--- src/rtl/alu_multicycle_if.sv ---
// Request/result bundle for alu_multicycle.
// master: the issuing pipeline stage; slave: the ALU.
interface alu_multicycle_if #(
  parameter int WIDTH   = 32,
  parameter int SHAMT_W = 5
);
  logic               in_valid;
  logic               in_ready;
  logic [WIDTH-1:0]   data_operandA;
  logic [WIDTH-1:0]   data_operandB;
  logic [4:0]         ctrl_ALUopcode;
  logic [SHAMT_W-1:0] ctrl_shiftamt;
  logic               out_valid;
  logic               out_ready;
  logic [WIDTH-1:0]   data_result;
  logic               isNotEqual;
  logic               isLessThan;
  logic               overflow;
  logic               exception;

  modport master (
    output in_valid, data_operandA, data_operandB, ctrl_ALUopcode, ctrl_shiftamt, out_ready,
    input  in_ready, out_valid, data_result, isNotEqual, isLessThan, overflow, exception
  );

  modport slave (
    input  in_valid, data_operandA, data_operandB, ctrl_ALUopcode, ctrl_shiftamt, out_ready,
    output in_ready, out_valid, data_result, isNotEqual, isLessThan, overflow, exception
  );
endinterface

--- src/rtl/alu_multicycle.sv ---
// Handshaked integer ALU with registered results and iterative signed MUL/DIV.
// Single-cycle ops complete on the accept edge; MUL/DIV run WIDTH shift
// iterations on operand magnitudes followed by one sign-fixup cycle.
// Build option: define ALU_MULTICYCLE_DIV_EN to include the divider; without it
// opcode 7 is treated as illegal and no divider logic exists.
//
// state  | meaning
// -------+-------------------------------------------------------------
// S_IDLE | no result pending, ready for a request
// S_BUSY | MUL/DIV iterating; handshakes ignored
// S_DONE | result registers valid; may accept a new request on out_ready
module alu_multicycle #(
  parameter int WIDTH   = 32,
  parameter int SHAMT_W = 5
) (
  input logic             clock,
  input logic             reset,
  alu_multicycle_if.slave bus
);
  localparam int CNT_W = SHAMT_W + 1;

  localparam logic [4:0] OP_ADD = 5'd0;
  localparam logic [4:0] OP_SUB = 5'd1;
  localparam logic [4:0] OP_AND = 5'd2;
  localparam logic [4:0] OP_OR  = 5'd3;
  localparam logic [4:0] OP_SLL = 5'd4;
  localparam logic [4:0] OP_SRA = 5'd5;
  localparam logic [4:0] OP_MUL = 5'd6;
`ifdef ALU_MULTICYCLE_DIV_EN
  localparam logic [4:0] OP_DIV = 5'd7;
  localparam logic [WIDTH-1:0] MIN_VAL = {1'b1, {(WIDTH-1){1'b0}}};
`endif

  typedef enum logic [1:0] {S_IDLE, S_BUSY, S_DONE} state_e;

  state_e             state_q;
  logic [2*WIDTH-1:0] acc_q;     // MUL: {partial product, multiplier}; DIV: {remainder, dividend/quotient}
  logic [WIDTH-1:0]   bmag_q;
  logic [CNT_W-1:0]   cnt_q;
  logic               neg_q;
  logic [WIDTH-1:0]   result_q;
  logic               out_valid_q, ne_q, lt_q, ovf_q, exc_q;
`ifdef ALU_MULTICYCLE_DIV_EN
  logic               div_q;
`endif

  logic [WIDTH-1:0]   op_a, op_b;
  logic [WIDTH-1:0]   sum, diff, amag, bmag, res_d;
  logic               add_ovf, sub_ovf, ovf_d, exc_d, iter_d;
  logic               in_ready_w, accept;
  logic [WIDTH:0]     mul_sum;
  logic [2*WIDTH-1:0] mul_next, prod_s;
  logic               mul_ovf;
`ifdef ALU_MULTICYCLE_DIV_EN
  logic               div_sel_d, rem_ge;
  logic [WIDTH:0]     rem_sh;
  logic [2*WIDTH-1:0] div_next;
  logic [WIDTH-1:0]   quo_s;
`endif

  assign op_a       = bus.data_operandA;
  assign op_b       = bus.data_operandB;
  assign in_ready_w = (state_q == S_IDLE) || ((state_q == S_DONE) && bus.out_ready);
  assign accept     = bus.in_valid && in_ready_w;

  // Single-cycle results, flags and dispatch decision for the offered request
  always_comb begin
    sum     = op_a + op_b;
    diff    = op_a - op_b;
    add_ovf = (op_a[WIDTH-1] == op_b[WIDTH-1]) && (sum[WIDTH-1] != op_a[WIDTH-1]);
    sub_ovf = (op_a[WIDTH-1] != op_b[WIDTH-1]) && (diff[WIDTH-1] != op_a[WIDTH-1]);
    amag    = op_a[WIDTH-1] ? -op_a : op_a;
    bmag    = op_b[WIDTH-1] ? -op_b : op_b;
    res_d   = '0;
    ovf_d   = 1'b0;
    exc_d   = 1'b0;
    iter_d  = 1'b0;
`ifdef ALU_MULTICYCLE_DIV_EN
    div_sel_d = 1'b0;
`endif
    case (bus.ctrl_ALUopcode)
      OP_ADD: begin res_d = sum;  ovf_d = add_ovf; end
      OP_SUB: begin res_d = diff; ovf_d = sub_ovf; end
      OP_AND: res_d = op_a & op_b;
      OP_OR:  res_d = op_a | op_b;
      OP_SLL: res_d = op_a << bus.ctrl_shiftamt;
      OP_SRA: res_d = $unsigned($signed(op_a) >>> bus.ctrl_shiftamt);
      OP_MUL: iter_d = 1'b1;
`ifdef ALU_MULTICYCLE_DIV_EN
      OP_DIV: begin
        // Zero divisor and MIN / -1 are resolved immediately; they never iterate.
        if (op_b == '0) begin
          exc_d = 1'b1;
        end else if ((op_a == MIN_VAL) && (op_b == '1)) begin
          res_d = MIN_VAL;
          ovf_d = 1'b1;
        end else begin
          iter_d    = 1'b1;
          div_sel_d = 1'b1;
        end
      end
`endif
      default: exc_d = 1'b1;
    endcase
  end

  // One iteration step and the final sign fixup for the iterative ops
  always_comb begin
    mul_sum  = {1'b0, acc_q[2*WIDTH-1:WIDTH]} + ({(WIDTH+1){acc_q[0]}} & {1'b0, bmag_q});
    mul_next = {mul_sum, acc_q[WIDTH-1:1]};
    prod_s   = neg_q ? -acc_q : acc_q;
    // Product fits WIDTH bits only when the upper half is the sign extension.
    mul_ovf  = !((&prod_s[2*WIDTH-1:WIDTH-1]) || (~|prod_s[2*WIDTH-1:WIDTH-1]));
`ifdef ALU_MULTICYCLE_DIV_EN
    rem_sh   = {acc_q[2*WIDTH-1:WIDTH], acc_q[WIDTH-1]};
    rem_ge   = (rem_sh >= {1'b0, bmag_q});
    div_next = {(rem_ge ? (rem_sh[WIDTH-1:0] - bmag_q) : rem_sh[WIDTH-1:0]),
                acc_q[WIDTH-2:0], rem_ge};
    quo_s    = neg_q ? -acc_q[WIDTH-1:0] : acc_q[WIDTH-1:0];
`endif
  end

  // Control FSM with registered datapath and outputs
  always_ff @(posedge clock or negedge reset) begin
    if (!reset) begin
      state_q     <= S_IDLE;
      acc_q       <= '0;
      bmag_q      <= '0;
      cnt_q       <= '0;
      neg_q       <= 1'b0;
      result_q    <= '0;
      out_valid_q <= 1'b0;
      ne_q        <= 1'b0;
      lt_q        <= 1'b0;
      ovf_q       <= 1'b0;
      exc_q       <= 1'b0;
`ifdef ALU_MULTICYCLE_DIV_EN
      div_q       <= 1'b0;
`endif
    end else begin
      case (state_q)
        S_IDLE, S_DONE: begin
          if (accept) begin
            ne_q <= (op_a != op_b);
            lt_q <= diff[WIDTH-1] ^ sub_ovf;
            if (iter_d) begin
              state_q     <= S_BUSY;
              out_valid_q <= 1'b0;
              acc_q       <= {{WIDTH{1'b0}}, amag};
              bmag_q      <= bmag;
              neg_q       <= op_a[WIDTH-1] ^ op_b[WIDTH-1];
              cnt_q       <= CNT_W'(WIDTH - 1);
`ifdef ALU_MULTICYCLE_DIV_EN
              div_q       <= div_sel_d;
`endif
            end else begin
              state_q     <= S_DONE;
              out_valid_q <= 1'b1;
              result_q    <= res_d;
              ovf_q       <= ovf_d;
              exc_q       <= exc_d;
            end
          end else if ((state_q == S_DONE) && bus.out_ready) begin
            state_q     <= S_IDLE;
            out_valid_q <= 1'b0;
          end
        end
        S_BUSY: begin
          // Counter runs WIDTH-1..0 for the shift steps; its wrap to a set MSB
          // marks the fixup cycle.
          if (!cnt_q[CNT_W-1]) begin
            cnt_q <= cnt_q - 1'b1;
`ifdef ALU_MULTICYCLE_DIV_EN
            acc_q <= div_q ? div_next : mul_next;
`else
            acc_q <= mul_next;
`endif
          end else begin
            state_q     <= S_DONE;
            out_valid_q <= 1'b1;
            exc_q       <= 1'b0;
`ifdef ALU_MULTICYCLE_DIV_EN
            result_q    <= div_q ? quo_s : prod_s[WIDTH-1:0];
            ovf_q       <= div_q ? 1'b0 : mul_ovf;
`else
            result_q    <= prod_s[WIDTH-1:0];
            ovf_q       <= mul_ovf;
`endif
          end
        end
        default: begin
          state_q     <= S_IDLE;
          out_valid_q <= 1'b0;
        end
      endcase
    end
  end

  assign bus.in_ready    = in_ready_w;
  assign bus.out_valid   = out_valid_q;
  assign bus.data_result = result_q;
  assign bus.isNotEqual  = ne_q;
  assign bus.isLessThan  = lt_q;
  assign bus.overflow    = ovf_q;
  assign bus.exception   = exc_q;
endmodule

--- src/flat_wrapper.sv ---
// flat-port wrapper written by rule: the top's interface ports become plain ports
module alu_multicycle_flat 
#(
  parameter int WIDTH   = 32,
  parameter int SHAMT_W = 5
)
  (clock, reset, bus_in_valid, bus_data_operandA, bus_data_operandB, bus_ctrl_ALUopcode, bus_ctrl_shiftamt, bus_out_ready, bus_in_ready, bus_out_valid, bus_data_result, bus_isNotEqual, bus_isLessThan, bus_overflow, bus_exception);
  alu_multicycle_if #(.WIDTH(WIDTH), .SHAMT_W(SHAMT_W)) bus_i ();
  input logic clock;
  input logic reset;
  input wire logic [$bits(bus_i.in_valid)-1:0] bus_in_valid;
  input wire logic [$bits(bus_i.data_operandA)-1:0] bus_data_operandA;
  input wire logic [$bits(bus_i.data_operandB)-1:0] bus_data_operandB;
  input wire logic [$bits(bus_i.ctrl_ALUopcode)-1:0] bus_ctrl_ALUopcode;
  input wire logic [$bits(bus_i.ctrl_shiftamt)-1:0] bus_ctrl_shiftamt;
  input wire logic [$bits(bus_i.out_ready)-1:0] bus_out_ready;
  output wire logic [$bits(bus_i.in_ready)-1:0] bus_in_ready;
  output wire logic [$bits(bus_i.out_valid)-1:0] bus_out_valid;
  output wire logic [$bits(bus_i.data_result)-1:0] bus_data_result;
  output wire logic [$bits(bus_i.isNotEqual)-1:0] bus_isNotEqual;
  output wire logic [$bits(bus_i.isLessThan)-1:0] bus_isLessThan;
  output wire logic [$bits(bus_i.overflow)-1:0] bus_overflow;
  output wire logic [$bits(bus_i.exception)-1:0] bus_exception;
  assign bus_i.in_valid = bus_in_valid;
  assign bus_i.data_operandA = bus_data_operandA;
  assign bus_i.data_operandB = bus_data_operandB;
  assign bus_i.ctrl_ALUopcode = bus_ctrl_ALUopcode;
  assign bus_i.ctrl_shiftamt = bus_ctrl_shiftamt;
  assign bus_i.out_ready = bus_out_ready;
  assign bus_in_ready = bus_i.in_ready;
  assign bus_out_valid = bus_i.out_valid;
  assign bus_data_result = bus_i.data_result;
  assign bus_isNotEqual = bus_i.isNotEqual;
  assign bus_isLessThan = bus_i.isLessThan;
  assign bus_overflow = bus_i.overflow;
  assign bus_exception = bus_i.exception;
  alu_multicycle #(.WIDTH(WIDTH), .SHAMT_W(SHAMT_W)) u_core (.clock(clock), .reset(reset), .bus(bus_i));
endmodule
--- config.mk ---
export PLATFORM = sky130hd
export DESIGN_NAME = alu_multicycle_flat
export DESIGN_NICKNAME = d
export VERILOG_FILES = /design/src/rtl/alu_multicycle_if.sv /design/src/rtl/alu_multicycle.sv /design/src/flat_wrapper.sv
export SDC_FILE = /design/constraint.sdc
export NUM_CORES = 1
export LEC_CHECK = 0
export ABC_AREA = 1
export BUFFER_PORTS_ARGS = -buffer_cell sky130_fd_sc_hd__buf_4
export CAP_MARGIN = 20
export CORE_MARGIN = 5
export CORE_UTILIZATION = 58
export DETAILED_ROUTE_END_ITERATION = 8
export PLACE_DENSITY = 0.8
export SETUP_SLACK_MARGIN = 0.15
export SLEW_MARGIN = 20
export SYNTH_ARGS = -nofsm -noshare
export SYNTH_HDL_FRONTEND = slang
export SYNTH_SLANG_ARGS = --single-unit
--- constraint.sdc ---
create_clock -name clock -period 2.51 [get_ports clock]
set_input_delay 0.6275 -clock clock [delete_from_list [all_inputs] [get_ports clock]]
set_output_delay 0.6275 -clock clock [all_outputs]
set_load 0.02 [all_outputs]
==> results.tsv, run 1 <==
metric	value	unit
track_usage	82.9	%
start_util	58.3	%
die_w	196	µm
hold_buffers	0	
cts_buffer_depth	2	
synth_cell_types	64	
clockRootBuffer	clkbuf_16	
outcome	aborted with a tool error	
avgSynthCellArea	5.79	µm²
async_reset_ff_share	100	%
gp_congestion	1.30	
cts_made_buffers	17	
syn_area	20000	µm²
synth_fp_nets	3677	
synth_edf_count	0	
grt_pass1_vias	37800	
h-tree-depth	4	
hpwlAfterDp	86.1	mm
fp.dieH	196	µm
stop_stage	5_1_grt	
grt_max_degree	83	
io_buffers	115	
ys_warn_count	0	
grt_pass1_wl	246	mm
synth_ff_type	dfrtp_1	
grt-ovfl-total	578	
row_count	68	
ios	116	
ys_ff_latch	141	
ys_seq_area_share	17.7	%
synth_cells	3449	
clock_sinks	141	
error_line	[ERROR GRT-0116] Global routing finished with congestion. Check the congestion regions in the DRC Viewer.	
Yosys cell counts (24+ instances only):
cell	number	area share, %
nor2_1	428	8.0
clkbuf_1	86	1.6
o21ai_0	383	9.6
xor2_1	45	2.0
buf_2	39	0.98
ha_1	146	9.1
nand2_1	943	18
o211ai_1	42	1.6
a21oi_1	276	6.9
nand3_1	187	4.7
dfrtp_1	141	18
o21ai_1	26	0.65
o21a_1	25	0.94
inv_1	351	6.6
nor3_1	41	1.0
o22ai_1	24	0.75
nand4_1	40	1.3
metal layers:
metal,GRT overflow,track usage [%]
met3,20,74.8
met2,315,95.3
met5,5,48.7
met1,16,81.8
met4,222,79.5
metrics by stage:
| stage | worst slack (ps) | instances | instance area (µm²) |
|---|---|---|---|
| after floorplan | -621 | 3449 | 20300 |
| after global placement | -1160 | 4595 | 26800 |
| after detailed placement | -1330 | 4595 | 26800 |
| after CTS | -673 | 4704 | 29700 |
cell families after synthesis:
logic type | share of synthesized area, %
compound gates | 24.6
mux | 0.952
simple gates | 35.3
fa+ha+maj | 9.54
flops | 17.7
xor+xnor | 2.06
buf+inv | 9.96
repair_timing:
action	CTS
pin swaps	152
resized for setup	463
endpoints found under the setup margin	72
buffers inserted	77
==> run 2, diff against run 1 <==
--- a/config.mk
+++ b/config.mk
@@ -9,10 +9,9 @@
 export BUFFER_PORTS_ARGS = -buffer_cell sky130_fd_sc_hd__buf_4
 export CAP_MARGIN = 20
 export CORE_MARGIN = 5
-export CORE_UTILIZATION = 58
+export CORE_UTILIZATION = 40
 export DETAILED_ROUTE_END_ITERATION = 8
-export PLACE_DENSITY = 0.8
-export SETUP_SLACK_MARGIN = 0.15
+export PLACE_DENSITY_LB_ADDON = 0.15
 export SLEW_MARGIN = 20
 export SYNTH_ARGS = -nofsm -noshare
 export SYNTH_HDL_FRONTEND = slang
==> constraint.sdc (replaced) <==
create_clock -name clock -period 3.26 [get_ports clock]
set_input_delay 0.815 -clock clock [delete_from_list [all_inputs] [get_ports clock]]
set_output_delay 0.815 -clock clock [all_outputs]
set_load 0.02 [all_outputs]
==> run 2 against run 1 <==
The flow now finishes, with violations (setup timing). Synthesized cell count is the same. Synthesized area is the same.
==> results.tsv, run 2 <==
metric	value	unit	change
outcome	complete, but fails checks		was aborted with a tool error
violations	setup timing		
ir_drop	388	µV	
final-setup-viol-count	1		
synth_ff_type	dfrtp_1		unchanged
async_reset_ff_share	100	%	unchanged
gp_congestion	1.13		was 1.30
p_per_area	393	nW/µm²	
period_share	100	%	
synth_cell_types	64		unchanged
ys_warn_count	0		unchanged
p_clk_share	19.6	%	
h-tree-depth	4		unchanged
hpwlAfterDp	95.2	mm	was 86.1 mm
dieArea	54500	µm²	
yosys-top-cells-count	943 x nand2_1, 428 x nor2_1, 383 x o21ai_0		unchanged
drtIter0Drc	3457		
p_total	10.3	mW	
endpoint_kind	register		
p_sw	5.09	mW	
p_leak	13.3	nW	
p_sw_share	49.2	%	
ys_seq_area_share	17.7	%	unchanged
coreArea	49800	µm²	
fin_crit	3270	ps	
p_comb_share	55.0	%	
hold_buffers	0		unchanged
largest_reg_flops	64		
syn_area	20000	µm²	unchanged
holdWs	257	ps	
clockRootBuffer	clkbuf_16		unchanged
track_usage	40.4	%	
path_clk_slew	70	ps	
avgSynthCellArea	5.79	µm²	unchanged
yosysMostFrequentCell	nand2_1		unchanged
synth_top_family_by_area	simple AND/OR/NAND/NOR gates		unchanged
synth_edf_count	0		unchanged
dr.pass1.iters	7		
utilization	53.0	%	
io_buffers	115		unchanged
synth_area_leaders	nand2_1 18%, dfrtp_1 18%, o21ai_0 9.6%		unchanged
ys_ff_latch	141		unchanged
synth-compound-area-share	24.6	%	unchanged
netlist.top_cell.by_area	nand2_1		unchanged
hold_path.class	primary input to asynchronous set/reset pin		
cts_buffer_depth	2		unchanged
die_w	234	µm	was 196 µm
grt-ovfl-total	0		
area_growth	31.9	%	
drive_gt1_share	20.6	%	
grt_antenna_before_repair	2		
dr_total_vias	26500		
start_util	40.2	%	was 58.3%
finalInstanceArea	26400	µm²	
placed_area	25500	µm²	was 26800 µm²
worst_skew_pair.late_latency	490	ps	
postRouteAntennaNets	0		
synth_xor_xnor_area_share	2.06	%	unchanged
setup.worst_path.start_class	primary input		
grt_pass1_wl	161	mm	
crit_type	primary input to register		
critPathSlowestCell	fa_1		
pwr-share-seq	25.4	%	
maxCapViolCount	0		
worst_slack	-12.2	ps	
grt_pass1_vias	24500		
crit_required	3630	ps	
rsz0062_at_grt	true		
cts_made_buffers	17		unchanged
synth_fp_nets	3677		unchanged
top_register	u_core.acc_q		
row_count	82		was 68
critPathMaxStageDelay	450	ps	
layout_common_cells	935 x nand2_1, 656 x buf_4, 425 x nor2_1		
ios	116		unchanged
cp_max_fo	3		
finalHoldViolations	0		
routedWlPerCell	24.1	µm	
final_max_slew_viol_count	0		
slew_headroom	47.6	%	
fin_nets	4226		
worstRegToRegCells	17		
wirelength	113	mm	
fmax	306	MHz	
drc_errors	0		
synth_fa_ha_area_share	9.54	%	unchanged
crit_chain	buf_8 -> clkinvlp_4 -> ha_4 -> nor2_4 -> nand3b_1 -> nand3b_1 -> nand2_4 -> nand2_4 -> nand2_4 -> nand3b_1 -> nand2_2 -> a21oi_4 -> o21bai_4 -> fa_1 -> inv_1 -> o211ai_1 -> nor2_1 -> nand3_1 -> a21oi_2 -> nor2_1		
dpl.cell_count	4635		was 4595
worst-slew-pin-transition	775	ps	
synth_simple_gate_area_share	35.3	%	unchanged
synth_cells	3449		unchanged
final_cells	4684		
clock_sinks	141		unchanged
yosys.area.top_type_share	17.7	%	unchanged
p_int	5.25	mW	
synth_mux_area_share	0.952	%	unchanged
fp.dieH	234	µm	was 196 µm
cts_tree	done		
final_common_cell	nand2_1		
cp.arrival	3640	ps	
grt_max_degree	62		
worst_clock_skew	19.6	ps	
vias_per_cell	5.65		
-- run 2: cell counts after synthesis --
No cell type changed its count.
-- run 2: critical path: cells and delay by family --
| family | cells | cell delay [ps] |
|---|---|---|
| compound gates | 4 | 500 |
| simple gates | 11 | 1280 |
| buf+inv | 3 | 290 |
| fa+ha+maj | 2 | 720 |
-- run 2: final cells by class --
class                      instances  area [µm²]
clock inverter                    15         155
antenna                            1        2.50
inverter                         362        1380
timing repair buffer             675        5270
tap                              672         841
clock buffer                      17         425
fill                            5347       23400
multi-input combinational       2801       14800
sequential                       141        3530
-- run 2: through the flow --
| step | setup TNS, ps | worst slack [ps] |
|---|---|---|
| 6_report | -12.2 | -12.2 |
| 3_3_place_gp | -5610 | -760 |
| 2_1_floorplan | -111 | -58.4 |
| 3_5_place_dp | -5990 | -783 |
| 4_1_cts | 0 | 14.0 |
| 5_1_grt | -287 | -177 |
-- run 2: timing repair --
action                     in CTS  in global routing
resized for setup              14                 39
pin swaps                      15                 25
buffers inserted               10                  7
setup endpoints to repair       2                  7
hold endpoints to repair        0                  0
-- run 2: cell families after synthesis --
family / after synthesis
DFF: 141
xor gates and xnor gates: 47
and+or+nand+nor: 1706
muxes: 19
buffers and inverters: 507
AOI/OAI and AO/OA: 879
adders and majority gates: 150
-- run 2: power groups by stage --
stage,Combinational (mW),Clock (mW),Sequential (mW)
4_1_cts,5.51,2.04,2.61
2_1_floorplan,3.09,0,2.53
3_3_place_gp,5.46,0,2.63
6_report,5.70,2.02,2.63
5_1_grt,6.19,2.10,2.66
3_5_place_dp,5.47,0,2.63
-- run 2: routing by layer --
metal	up-vias	track usage [%]	routed length [µm]
met3	302	6.67	9530
met4	0	22.8	7820
met1	12300	53.0	46800
met5	-	0	0
li1	12500	-	-
met2	1329	62.8	48700
-- run 2: worst paths after layout --
path                                       from                         end  slack [ps]
max                        bus_data_operandB[3]  u_core.bus.data_result[31]         -10
min                                       reset            u_core.acc_q[51]         260
max reg2reg                     u_core.acc_q[0]            u_core.acc_q[56]         230
min reg2reg                   u_core.bmag_q[17]           u_core.bmag_q[17]         490
max in group asynchronous                 reset       u_core.bus.isLessThan        2280
min in group clock            u_core.bmag_q[17]           u_core.bmag_q[17]         490
Note: power is estimated with default switching activity, not from simulation.
